`config.mk`:
```
export PLATFORM = sky130hd
export DESIGN_NAME = bus_dma_reader
export DESIGN_NICKNAME = d
export VERILOG_FILES = /design/src/rtl/bus_dma_reader.sv
export SDC_FILE = /design/constraint.sdc
export NUM_CORES = 1
export LEC_CHECK = 0
export CAP_MARGIN = 40
export CORE_ASPECT_RATIO = 0.9
export CORE_MARGIN = 2
export CORE_UTILIZATION = 35
export CTS_CLUSTER_DIAMETER = 150
export DETAILED_ROUTE_END_ITERATION = 8
export DONT_BUFFER_PORTS = 1
export PLACE_DENSITY = 0.59
export SLEW_MARGIN = 40
export SYNTH_ARGS = -nofsm -noshare
export SYNTH_HDL_FRONTEND = slang
export SYNTH_SLANG_ARGS = --single-unit
```
`constraint.sdc`:
```
create_clock -name clk50MHz -period 6.4 [get_ports clk50MHz]
set_clock_uncertainty 0.2 [all_clocks]
set_input_delay 0 -clock clk50MHz [delete_from_list [all_inputs] [get_ports clk50MHz]]
set_output_delay 0 -clock clk50MHz [all_outputs]
set_load 0.02 [all_outputs]
```
`src/rtl/bus_dma_reader.sv`:
```
// bus_dma_reader: bus initiator that fetches a block of words from RAM into a show-ahead sample FIFO
// Ports: clk50MHz / reset_L  clock and asynchronous active-low reset
//        start, base_addr, word_count  launch a transfer; busy, done, err  transfer status
//        bus_req, bus_ack, bus_ctrl_*, bus_data_*  one BusController master slot
//        sample_data, sample_valid, sample_ready, fifo_level  consumer side of the FIFO
module bus_dma_reader #(
  parameter int A_WIDTH    = 32,
  parameter int D_WIDTH    = 32,
  parameter int C_WIDTH    = 8,
  parameter int FIFO_DEPTH = 16,
  parameter int BURST_LEN  = 4,
  parameter int TIMEOUT    = 255
) (
  input  logic                        clk50MHz,
  input  logic                        reset_L,
  input  logic                        start,
  input  logic [A_WIDTH-1:0]          base_addr,
  input  logic [15:0]                 word_count,
  output logic                        busy,
  output logic                        done,
  output logic                        err,
  output logic                        bus_req,
  input  logic                        bus_ack,
  input  logic [C_WIDTH-1:0]          bus_ctrl_in,
  input  logic [D_WIDTH-1:0]          bus_data_in,
  output logic [C_WIDTH-1:0]          bus_ctrl_out,
  output logic [D_WIDTH-1:0]          bus_data_out,
  output logic [D_WIDTH-1:0]          sample_data,
  output logic                        sample_valid,
  input  logic                        sample_ready,
  output logic [$clog2(FIFO_DEPTH):0] fifo_level
);
  localparam int P_WIDTH = $clog2(FIFO_DEPTH);
  localparam int L_WIDTH = P_WIDTH + 1;
  localparam int T_WIDTH = $clog2(TIMEOUT + 1);
  typedef enum logic [2:0] {IDLE, REQ, CMD, DATA, GAP, DONE} state_t;
  state_t state, state_nx;
  logic [A_WIDTH-1:0] addr;
  logic [15:0] rem;
  logic [6:0] n, beats;
  logic [T_WIDTH-1:0] idle;
  logic fifo_ok, beat, last, abort, pop;
  logic [D_WIDTH-1:0] mem [FIFO_DEPTH];
  logic [P_WIDTH-1:0] wr_ptr, rd_ptr;
  // n stays constant for a whole tenure because rem only changes on the last beat
  always_comb begin
    n = (rem >= 16'(BURST_LEN)) ? 7'(BURST_LEN) : rem[6:0];
    // requesting only when n free slots exist reserves room for the whole burst
    fifo_ok = FIFO_DEPTH - 32'(fifo_level) >= 32'(n);
    beat = (state == DATA) && bus_ack && (bus_ctrl_in == C_WIDTH'(8'h80));
    last = beat && (beats + 7'd1 == n);
    abort = (state == DATA) && (!bus_ack || (!beat && 32'(idle) + 32'd1 >= 32'(TIMEOUT)));
    pop = sample_valid && sample_ready;
  end
  always_comb begin
    state_nx = state;
    bus_req = 1'b0;
    bus_ctrl_out = '0;
    bus_data_out = '0;
    case (state)
      IDLE: state_nx = start ? ((word_count == 16'd0) ? DONE : REQ) : IDLE;
      REQ: begin
        bus_req = fifo_ok;
        state_nx = (fifo_ok && bus_ack) ? CMD : REQ;
      end
      CMD: begin
        bus_req = 1'b1;
        bus_ctrl_out = {2'b01, (C_WIDTH-2)'(n - 7'd1)};
        bus_data_out = D_WIDTH'(addr);
        state_nx = DATA;
      end
      DATA: begin
        bus_req = 1'b1;
        state_nx = abort ? DONE : (last ? GAP : DATA);
      end
      // one cycle with bus_req low lets the arbiter rotate to another master
      GAP: state_nx = (rem != 16'd0) ? REQ : DONE;
      DONE: state_nx = IDLE;
      default: state_nx = IDLE;
    endcase
  end
  assign busy = state != IDLE;
  assign done = state == DONE;
  assign sample_valid = fifo_level != '0;
  assign sample_data = sample_valid ? mem[rd_ptr] : '0;
  always_ff @(posedge clk50MHz or negedge reset_L) begin
    if (!reset_L) begin
      state <= IDLE;
      addr <= '0;
      rem <= '0;
      beats <= '0;
      idle <= '0;
      err <= 1'b0;
    end else begin
      state <= state_nx;
      if (state == IDLE && start) begin
        addr <= base_addr;
        rem <= word_count;
        err <= 1'b0;
      end
      if (state == CMD) begin
        beats <= '0;
        idle <= '0;
      end
      if (beat) begin
        beats <= beats + 7'd1;
        idle <= '0;
      end else if (state == DATA) idle <= idle + 1'b1;
      if (last) begin
        addr <= addr + A_WIDTH'({n, 2'b00});
        rem <= rem - 16'(n);
      end
      if (abort) err <= 1'b1;
    end
  end
  always_ff @(posedge clk50MHz or negedge reset_L) begin
    if (!reset_L) begin
      wr_ptr <= '0;
      rd_ptr <= '0;
      fifo_level <= '0;
    end else begin
      if (beat) wr_ptr <= wr_ptr + 1'b1;
      if (pop) rd_ptr <= rd_ptr + 1'b1;
      fifo_level <= fifo_level + L_WIDTH'(beat) - L_WIDTH'(pop);
    end
  end
  always_ff @(posedge clk50MHz) begin
    if (beat) mem[wr_ptr] <= bus_data_in;
  end
endmodule

```
### Yosys cells after proc, flatten, opt, wreduce, memory -nomap -nowiden

Memory sizes are Yosys's and may differ from the RTL's.
Cells that the tools add are included.

* $add $sub $neg: 11
* $lt $le $gt $ge: 3
* equal/unequal tests: 7
* multiplexer cells: 25
* reductions and logical operators: 21

Operator list (count)
* two-way mux 32 bit: 4
* adder 32 x 9 -> 32 bit: 1
* greater-or-equal comparator 32 x 7 -> 1 bit: 1
* two-way mux 16 bit: 2
* two-way mux 7 bit: 4
* two-way mux 8 bit: 3
* greater-or-equal comparator 16 x 3 -> 1 bit (second input constant): 1
* zero test 16 bit: 1
* nonzero test 16 bit: 1
* subtractor 16 x 7 -> 16 bit: 1
* two-way mux 3 bit: 5
* one-hot mux 3 bit (5 select lines): 1
* adder 8 x 1 -> 9 bit (second input constant): 1
* greater-or-equal comparator 9 x 8 -> 1 bit (second input constant): 1
* adder 4 x 1 -> 4 bit (second input constant): 2
* adder 8 x 1 -> 8 bit (second input constant): 1
* == test 8 bit (second input constant): 1
* logical AND 1 bit: 8
* adder 7 x 1 -> 7 bit (second input constant): 1
* == test 7 bit: 1
* == test 3 x 2 -> 1 bit (second input constant): 2
* == test 3 bit (second input constant): 2
* nonzero test 2 bit: 3
* nonzero test 3 bit: 2
* other kinds (13): 17

* register bits after elaboration: 80
* bits in writable memories: 512
* input bits: 93
* logic and storage cells: 77
* memories kept: 1

Memories
* mem: depth 16, width 32, rd ports 1, clocked after memory_dff 0, wr ports 1, RTL line 43 `logic [D_WIDTH-1:0] mem [FIFO_DEPTH];`

### Longest topological paths before layout

Gate-level depths: netlist of the first run.

* word-level depth: 9
* gate-level depth with buffers: 16
* depth with buffers taken out: 15

### Least setup slack after synthesis of the first run

OpenSTA, ideal clock, no wires.

* kind: flip-flop to flip-flop
* start point: reg state[2]
* end point: mem mem[0][0], enable pin
* setup time: 0.461 ns
* arrival time: 3.768 ns
* setup slack: 1.971 ns
* stages on the path, launching flop included: 8
* path buffers: 3
* path through: dfrtp_1 -> clkbuf_1 -> and3b_1 -> and4_1 -> clkbuf_1 -> clkbuf_1 -> nand2_1 -> nor3_1

* longest elaborated chain between the ends: 5

RTL lines
* start, declared: RTL line 37 `state_t state, state_nx;`
* start signal, assigned: RTL line 95 `state <= state_nx;`
* == test 3 x 2 -> 1 bit: RTL line 50 `beat = (state == DATA) && bus_ack && (bus_ctrl_in == C_WIDTH'(8'h80));`
* logical AND 1 bit (2 in a row): RTL line 50
* two-way mux 1 bit: RTL line 128 `if (beat) mem[wr_ptr] <= bus_data_in;`
* two-way mux 1 bit (not written as such): RTL line 128
* end, declared: RTL line 43

Every way passes these cells.

### Worst setup path after layout of the first run

* start point: reg rem[8]
* end point: reg addr[30]

* longest elaborated chain between the ends: 5

RTL lines
* start, declared: RTL line 39 `logic [15:0] rem;`
* start signal, assigned: RTL line 98 `rem <= word_count;`
* start signal, assigned: RTL line 111 `rem <= rem - 16'(n);`
* greater-or-equal comparator 16 x 3 -> 1 bit *: RTL line 47 `n = (rem >= 16'(BURST_LEN)) ? 7'(BURST_LEN) : rem[6:0];`
* two-way mux 7 bit *: RTL line 47
* parallel branches: the longest is 3 deep, another holds adder 32 x 9 -> 32 bit
* end signal, assigned: RTL line 97 `addr <= base_addr;`
* end signal, assigned: RTL line 110 `addr <= addr + A_WIDTH'({n, 2'b00});`
* end, declared: RTL line 38 `logic [A_WIDTH-1:0] addr;`

Mark *: on every way between the ends.
A chain may end at the register's enable or synchronous reset.

==> results of run 1 <==
==> registers in the layout (all words and copies together) (netlist names) <==
register    cells
err             1
fifo_level      5
wr_ptr          4
addr           32
state           3
idle            8
beats           7
rd_ptr          4
rem            16
mem           512
==> final cells by class <==
| type | instances | area (sq um) | area share (%) |
|---|---|---|---|
| well taps | 940 | 1176 | 3.920 |
| diodes | 4 | 10.01 | 0.03337 |
| clock buffers | 71 | 1585 | 5.284 |
| multi-input cells | 725 | 7342 | 24.47 |
| clock inverters | 41 | 327.8 | 1.093 |
| inverters | 35 | 131.4 | 0.4379 |
| repair buffers | 204 | 2041 | 6.802 |
| flip-flops and latches | 592 | 17390 | 57.96 |
==> cells in the mapped netlist (7+ instances only) <==
library cell / number
edfxtp_1: 512
nor2_1: 48
or3_1: 7
xnor2_1: 15
ha_1: 33
o311ai_0: 12
nand2_1: 103
mux4_2: 160
dfrtp_1: 80
clkbuf_1: 50
nand3_1: 31
nor3_1: 17
or4_1: 11
buf_1: 16
and2_1: 65
nand4_1: 7
a21oi_1: 15
o211ai_1: 19
nand2b_1: 10
mux2i_1: 7
o31ai_1: 7
inv_1: 35
a221o_1: 8
nor4_1: 16
o21ai_0: 30
and3_1: 12
==> repair_timing <==
action,CTS,global route
hold endpoints to repair,660,0
hold buffers,170,0
endpoints found under the setup margin,0,0
==> worst max-delay path by stage <==
| stage | to | slack [ns] | cells after the start |
|---|---|---|---|
| finish | addr[30] | 1.01 | 15 |
| floorplan | mem[0][0] | 1.97 | 7 |
| detailed placement | addr[30] | 1.78 | 14 |
| CTS | addr[26] | 1.18 | 15 |
| global placement | addr[26] | 1.94 | 14 |
| global route | addr[30] | 0.73 | 15 |
==> per-stage QoR <==
stage	instances	hold slack (ns)	setup slack, ns	util [%]	area, sq um
after floorplan	1428	-0.4956	1.971	-	25020
after global placement	2322	-0.4935	1.944	37.32	26250
after detailed placement	2322	-0.4945	1.783	37.35	26270
after CTS	2604	0.01725	1.185	42.54	29920
after global routing	2611	0.0006892	0.7278	42.65	30000
final	2612	-0.06569	1.013	42.65	30000
==> power groups by stage <==
stage                     clock, mW  sequential (mW)  combinational, mW
after CTS                      3.51             4.84               3.60
after global placement            0             4.90               3.20
after detailed placement          0             4.91               3.24
after floorplan                   0             4.63               2.75
final                          3.41             4.79               3.67
after global routing           3.64             4.83               3.99
==> critical path: cells and delay by family (launching register included) <==
kind / cells / cell delay (ns)
AO/OA/AOI/OAI: 3 / 0.81
AND/OR/NAND/NOR: 6 / 2.35
adder cells (fa/ha/maj): 2 / 0.54
flip-flops: 1 / 0.44
buffers and inverters: 4 / 0.96
==> kinds of logic after synthesis <==
| logic type | count (synthesis) | share of synthesized area [%] |
|---|---|---|
| fa+ha+maj | 35 | 1.812 |
| simple gates | 350 | 7.278 |
| xor+xnor | 21 | 0.7359 |
| buf+inv | 111 | 1.777 |
| other cells | 2 | 0.03005 |
| flops | 592 | 69.52 |
| mux | 170 | 14.83 |
| compound gates | 140 | 4.015 |
==> metal layers <==
layer,wire [um],vias to the layer above,track usage [%],part of all wire [%]
met3,3457,105,2.553,5.8
met2,28240,472,26.04,47
li1,-,6108,-,-
met1,26440,7406,22.80,44
met5,24,-,0,0.040
met4,1527,4,5.105,2.6
==> reports/results.tsv, run 1 <==
metric	value	unit
critPathLaunchType	flip-flop	
antenna_found_initial	6	
p_comb_share	30.9	%
slew_headroom	44.05	%
rows	92	
layout_commonest_cell	edfxtp_1	
timing_hold_violations_final	1	
power	11.87	mW
synthTopCellsByArea	edfxtp_1 62%, mux4_2 14%, dfrtp_1 8.0%	
ir_worst_vdd	0.0001944	V
grt_usage	16.24	%
pwr-share-clk	28.7	%
fin_crit	5.387	ns
drc	0	
async_reset_ff_share	13.51	%
path_max_fanout	11	
status	complete, but fails checks	
ys_warn_count	0	
start_util	35.54	%
io_buffer_count	0	
cts_setup_buffers	0	
timing.rr.start	rem[8]	
fill_cells	6064	
clk_pin_slew	0.06	ns
maxCapViolations	0	
switching_power	3.704	mW
grt_pass1_vias	14590	
grt_pass1_wl	90850	um
r2r-end	addr[30]	
clk_path_buf_depth	3	
core_area	70330	sq um
dr.pass1.iters	5	
hold_depth	3	
clkLatencyLatePin	0.61	ns
post-synth-top-area-cell	edfxtp_1	
area_delta_synth_final	20.02	%
cts_buffers	61	
grt-ovfl-total	0	
final_cell_mix	512 x edfxtp_1, 168 x dlygate4sd3_1, 160 x mux4_2	
max_freq	185.6	MHz
layout.nets	1747	
min_period_over_period	84.18	%
yosysSeqAreaShare	69.52	%
cts_tree	yes	
synth-main-ff-cell	edfxtp_1	
setup_viol	0	
rrSetupSlack	1.01	ns
cts_sinks	592	
cp_common_cell	inv_1	
crit_arrival	5.72	ns
synth_top_area_share	61.51	%
internal_power	8.161	mW
crit_path_end_kind	flip-flop	
critPathKind	reg2reg	
violations	negative hold slack	
vias	14100	
synth_seq_cells	592	
hpwl	33510	um
die_area	73570	sq um
postCtsResizedCells	0	
grt_max_degree	93	
slowest_stage	or4_4	
synth_area_per_cell	17.59	sq um
hold_end	addr[31]	
hold_class	in2reg	
drt-wirelength-per-cell	22.85	um
die_y	257.5	um
setup_tns	0	ns
startpoint	rem[8]	
rsz0062_at_grt	false	
seqPwrFrac	40.4	%
ff2ff_path_depth	15	
place.gp.congestion	0.8375	
synth_cells	1421	
whs	-0.06569	ns
syn_area	25000	sq um
worstPathCellList	or4_1, or4_4, inv_1, nand2_1, inv_1, ha_1, inv_1, fa_1, nor2b_1, o31a_1, a22o_1, nand3_1, or2_2, o311ai_1, dlygate4sd3_1	
viasPerCell	5.396	
cts-root-buf	clkbuf_16	
first_iter_violations	1324	
powerDensity	395.5	nW/um^2
drt-total-wl	59690	um
finalMaxSlewViolations	0	
cts.htree.levels	2	
p_leak	9.999	nW
die_w	285.7	um
synth.distinct_cells	65	
switching_share	31.22	%
synth-edff-count	512	
io_pins	175	
layout-drive-gt1-share	19.06	%
ant_nets	0	
worstHoldStart	start	
worstMarginPinSlew	0.8368	ns
cpPeakStageDelay	0.69	ns
required	6.74	ns
Power figures use the tool's default switching activity.
==> run 2, diff against run 1 <==
- PLACE_DENSITY: 0.59 -> 0.61
- clock period: 6.4 -> 4.7 ns (I/O delays scaled with it)
==> run 2 against run 1 <==
Against the previous run:
- clock power is 44% higher
- first-iteration DRC count up 0.76%
- utilization increased by 0.43 points
- the run now ends clean
- critical endpoint is now addr[22]
==> reports/results.tsv, run 2 (same netlist as run 1, synthesis figures left out) <==
metric	value	unit	change
critPathLaunchType	flip-flop		
hold_class	in2reg		
crit_path_end_kind	flip-flop		
finalMaxSlewViolations	0		unchanged
largest_reg_flops	512		unchanged
grt_usage	16.27	%	+0.031 points
path_max_fanout	8		-3
drc	0		unchanged
slew_headroom	42.42	%	-1.6 points
min_period_over_period	96.64	%	+12 points
startpoint	rem[4]		
die_w	285.7	um	unchanged
cts_sinks	592		unchanged
grt_max_degree	81		-13%
cpPeakStageDelay	0.58	ns	-0.11 ns
layout_commonest_cell	edfxtp_1		
start_util	35.54	%	unchanged
core_area	70330	sq um	unchanged
clk_path_buf_depth	3		unchanged
finalNonFillerCells	2623		+0.42%
cts_tree	yes		
timing.rr.start	rem[4]		
die_y	257.5	um	unchanged
rows	92		unchanged
setup_tns	0	ns	unchanged
viasPerCell	5.424		+0.51%
top_register	mem		
drt-wirelength-per-cell	23.05	um	+0.87%
status	finished, final reports clean		
die_area	73570	sq um	unchanged
utilization	43.08	%	+0.43 points
biggestRegsByFlops	mem: 512 flops, addr: 32 flops, rem: 16 flops		
worstPathCellList	or4_1, or4_4, clkinvlp_4, nand2_1, inv_1, ha_1, inv_1, fa_1, nor2b_2, o31a_1, a22o_1, buf_4, nand3_1, nor3_1, o21ai_0, dlygate4sd3_1		
ant_nets	0		unchanged
p_leak	10.11	nW	+1.1%
maxCapViolations	0		unchanged
setup_viol	0		unchanged
preCtsSetupSlack	0.3164	ns	-1.467 ns
worstMarginPinSlew	0.8637	ns	+0.02686 ns
cp_common_cell	inv_1		
cts_buffers	61		unchanged
hpwl	34470	um	+2.9%
critPathKind	reg2reg		
clkLatencyLatePin	0.62	ns	about the same
path_buf_inv	5		+1
io_buffer_count	0		unchanged
grt-ovfl-total	0		unchanged
fin_crit	4.542	ns	-0.8453 ns
post_dp_cell_area	26500	sq um	+0.86%
grt_pass1_wl	91060	um	+0.24%
cts.htree.levels	2		unchanged
placed_cells	2337		+0.65%
max_freq	220.2	MHz	+19%
antenna_found_initial	11		+5
timing_hold_violations_final	0		-1
worstHoldStart	word_count[1]		
rrSetupSlack	0.16	ns	-0.85 ns
slowest_stage	dlygate4sd3_1		
powerDensity	542.5	nW/um^2	+37%
required	5.00	ns	-1.74 ns
layout_setup_ws	0.1580	ns	-0.8547 ns
final_cell_area	30300	sq um	+1.0%
ir_worst_vdd	0.0003764	V	+94%
vias	14230		+0.93%
io_pins	175		unchanged
grt_pass1_vias	14330		-1.8%
clk_pin_slew	0.06	ns	about the same
layout-drive-gt1-share	20.11	%	+1.0 points
first_iter_violations	1334		+0.76%
dr.pass1.iters	5		unchanged
place.gp.congestion	0.8245		-1.6%
crit_arrival	4.84	ns	-0.88 ns
final_cell_mix	512 x edfxtp_1, 162 x dlygate4sd3_1, 160 x mux4_2		
area_delta_synth_final	21.22	%	
critical-path-top-delay-family	simple AND/OR/NAND/NOR gates		
drt-total-wl	60460	um	+1.3%
layout.nets	1754		+0.40%
cts-root-buf	clkbuf_16		
## run 2: cell types whose count changed in the layout (fill, tap and decap cells not counted), sizes merged
cell / change
dlygate4sd3: -6
clkinvlp: +1
clkbuf: +2
bufinv: +4
inv: -2
buf: +14
clkinv: -5
diode: +3
## run 2: area by class of cell
cell class	instances	area [sq um]
antenna	7	17.52
clock buffer	74	1597
clock inverter	39	436.7
fill	5999	40030
inverter	35	135.1
multi-input combinational	725	7370
sequential	592	17390
tap	940	1176
timing repair buffer	211	2180
## run 2: tightest hold or removal path, delay by kind of cell
family / cells / cell delay (ns)
buffers and inverters: 1 / 0.57
AND/OR/NAND/NOR: 1 / 0.16
AO/OA/AOI/OAI: 1 / 0.10
## run 2: routing by layer
metal	GRT usage, %	wire length, um	share of wire [%]
met1	22.73	26210	43
met2	26.13	29250	48
met4	5.425	1693	2.8
met5	0	41	0.068
met3	2.518	3271	5.4
## run 2: final timing paths
kind	end	depth (start not counted)
max in group asynchronous	rd_ptr[2]	4
min	rem[1]	3
min reg2reg	idle[7]	1
max reg2reg	addr[22]	16
max	addr[22]	16
min in group asynchronous	rem[11]	4
## run 2: where the power goes
part	leakage [nW]	internal [mW]	switching, mW
combinational	3.51	2.47	2.44
sequential	5.60	5.98	0.644
clock	0.991	2.90	2.00
## run 2: per-stage QoR
step	power, mW	hold slack [ns]
final	16.44	0.05114
after global routing	17.19	0.03958
after CTS	16.52	0.003351
after detailed placement	11.20	-0.4932
after global placement	11.10	-0.4929
after floorplan	10.05	-0.4956
## run 2: what timing repair did
action                                  CTS  global route
gates resized for setup                   0            13
endpoints found under the setup margin    0            19
endpoints found under the hold margin   659             0
setup buffers                             0             1
hold buffers                            164             0
==> run 3, diff against run 2 <==
- CORE_MARGIN: 2 -> 1.5
- clock period: 4.7 -> 3.9 ns (I/O delays scaled with it)
==> run 3 against run 2 <==
Against the previous run:
- clock-buffer cell count fell by 2
- flip-flop and latch count did not move
- utilization grew 0.069 points
- global-route usage down 0.055 points
- critical path depth down 5
- worst setup slack got worse by 0.15 ns
- non-clock buffer count increased by 8
- cell count rose by 0.27%
- sequential share of layout area shrank 0.092 points
- sequential power increased by 19%
- hold slack better by 0.019 ns
- register-to-register slack got worse by 0.13 ns
- critical path type is now reg2out
==> reports/results.tsv, run 3 (same netlist as run 1, synthesis figures left out) <==
metric	value	unit	change
grt-ovfl-total	0		unchanged
layout-drive-gt1-share	22.22	%	+2.1 points
cts_tree	yes		
hpwl	33310	um	-3.4%
die_area	73030	sq um	-0.74%
cp_common_cell	or4_4		
ir_worst_vdd	0.0004165	V	+11%
rows	92		unchanged
setup_viol	0		unchanged
worstMarginPinSlew	0.7300	ns	-0.1337 ns
slowest_stage	or4_4		
drt-wirelength-per-cell	22.73	um	-1.4%
max_freq	256.7	MHz	
post_dp_cell_area	26670	sq um	+0.67%
utilization	43.15	%	+0.069 points
preCtsSetupSlack	0.003330	ns	-0.3131 ns
maxCapViolations	0		unchanged
layout_setup_ws	0.004349	ns	-0.1536 ns
die_y	256.5	um	-0.39%
final_cell_area	30350	sq um	+0.16%
r2r-end	rem[13]		
biggestRegsByFlops	mem: 512 flops, addr: 32 flops, rem: 16 flops		
finalMaxSlewViolations	0		unchanged
crit_cells	11		-5
io_pins	175		unchanged
cts_buffers	61		unchanged
layout_commonest_cell	edfxtp_1		
start_util	35.54	%	unchanged
grt_usage	16.21	%	-0.055 points
p_leak	10.07	nW	-0.42%
rrSetupSlack	0.03	ns	-0.13 ns
slew_headroom	50.96	%	+8.5 points
timing_hold_violations_final	0		unchanged
layout.nets	1762		+0.46%
antenna_found_initial	8		-3
critPathLaunchType	flip-flop		
placed_cells	2352		+0.64%
place.gp.congestion	0.8343		+1.2%
ant_nets	0		unchanged
path_max_fanout	4		-4
drc	0		unchanged
die_w	284.7	um	-0.35%
critPathKind	reg2out		
top_register	mem		
vias	14040		-1.3%
dr.pass1.iters	5		unchanged
cts.htree.levels	2		unchanged
fin_crit	3.896	ns	
cpPeakStageDelay	0.56	ns	-0.02 ns
drt-total-wl	59770	um	-1.1%
critical-path-top-delay-family	simple AND/OR/NAND/NOR gates		
rsz0062_at_grt	true		
finalNonFillerCells	2630		+0.27%
path_buf_inv	2		-3
worstPathCellList	or4_4, or4_4, inv_4, nand2_1, ha_1, a21o_1, a21oi_2, o21ai_0, nand3_1, a311oi_2, buf_4		
crit_arrival	3.70	ns	-1.14 ns
area_delta_synth_final	21.42	%	
clk_path_buf_depth	3		unchanged
startpoint	rem[4]		
ff2ff_path_depth	9		-7
grt_pass1_vias	14440		+0.81%
timing.rr.start	rem[4]		
required	3.70	ns	-1.30 ns
endpoint	bus_req		
grt_pass1_wl	89980	um	-1.2%
first_iter_violations	1183		-11%
grt_max_degree	81		unchanged
core_area	70330	sq um	unchanged
status	finished, final reports clean		
io_buffer_count	0		unchanged
viasPerCell	5.339		-1.6%
hold_class	in2reg		
cts_sinks	592		unchanged
clkLatencyLatePin	0.62	ns	about the same
powerDensity	644.1	nW/um^2	+19%
cts-root-buf	clkbuf_16		
final_cell_mix	512 x edfxtp_1, 160 x mux4_2, 149 x dlygate4sd3_1		
min_period_over_period	99.89	%	
clk_pin_slew	0.06	ns	about the same
worstHoldStart	word_count[6]		
largest_reg_flops	512		unchanged
crit_path_end_kind	output pin		
-- run 3: changes by cell type in the layout (fill, tap and decap cells not counted), moves of 4 or more --
cell / change
dlygate4sd3_1: -13
bufinv_16: -4
buf_12: +8
clkinv_2: +4
buf_16: -4
buf_4: +18
nor3_4: +4
clkinv_1: -5
-- run 3: final cells by class --
cell class                 count  area, sq um
timing repair buffer         219         2220
sequential                   592        17390
multi-input combinational    725         7478
antenna                        7        17.52
tap                          940         1176
fill                        6055        39980
inverter                      35        136.4
clock inverter                40        364.1
clock buffer                  72         1568
-- run 3: worst min path at each step --
stage / to / depth (start not counted)
2_1_floorplan: addr[0] / 0
3_3_place_gp: addr[11] / 0
3_5_place_dp: addr[11] / 0
4_1_cts: rem[6] / 4
5_1_grt: rem[1] / 3
6_report: rem[6] / 4
-- run 3: repair_timing --
item                                    4_1_cts  5_1_grt
endpoints found under the hold margin       662        0
endpoints found under the setup margin        2       19
setup buffers                                 1        7
hold buffers                                151        0
gates cloned                                  0        0
pin swaps                                     1       11
resized for setup                             0       23
-- run 3: metrics by stage --
stage	TNS [ns]	hold WS (ns)	power, mW
after floorplan	0	-0.4956	12.13
after global placement	0	-0.4937	13.51
after detailed placement	0	-0.4945	13.62
after CTS	0	0.02004	19.62
after global routing	-0.2051	0.06513	20.46
final	0	0.07032	19.55
-- run 3: routing by layer --
metal	vias up	wire [um]	track usage, %
li1	6119	-	-
met1	7389	25860	22.19
met2	419	29360	26.33
met3	113	2841	2.553
met4	2	1693	5.629
met5	-	13	0
-- run 3: worst reg2reg max path: cells and delay by family, from the launching register on --
family,cells,cell delay [ns]
flops,1,0.39
mux,1,0.22
simple gates,2,1.11
compound gates,3,0.81
buf+inv,3,1.07
-- run 3: report_power, final --
group	total, mW	switching, mW	internal [mW]	leakage [nW]
logic	6.02	3.07	2.95	3.52
clock network	5.65	2.44	3.21	0.939
registers	7.88	0.672	7.20	5.60
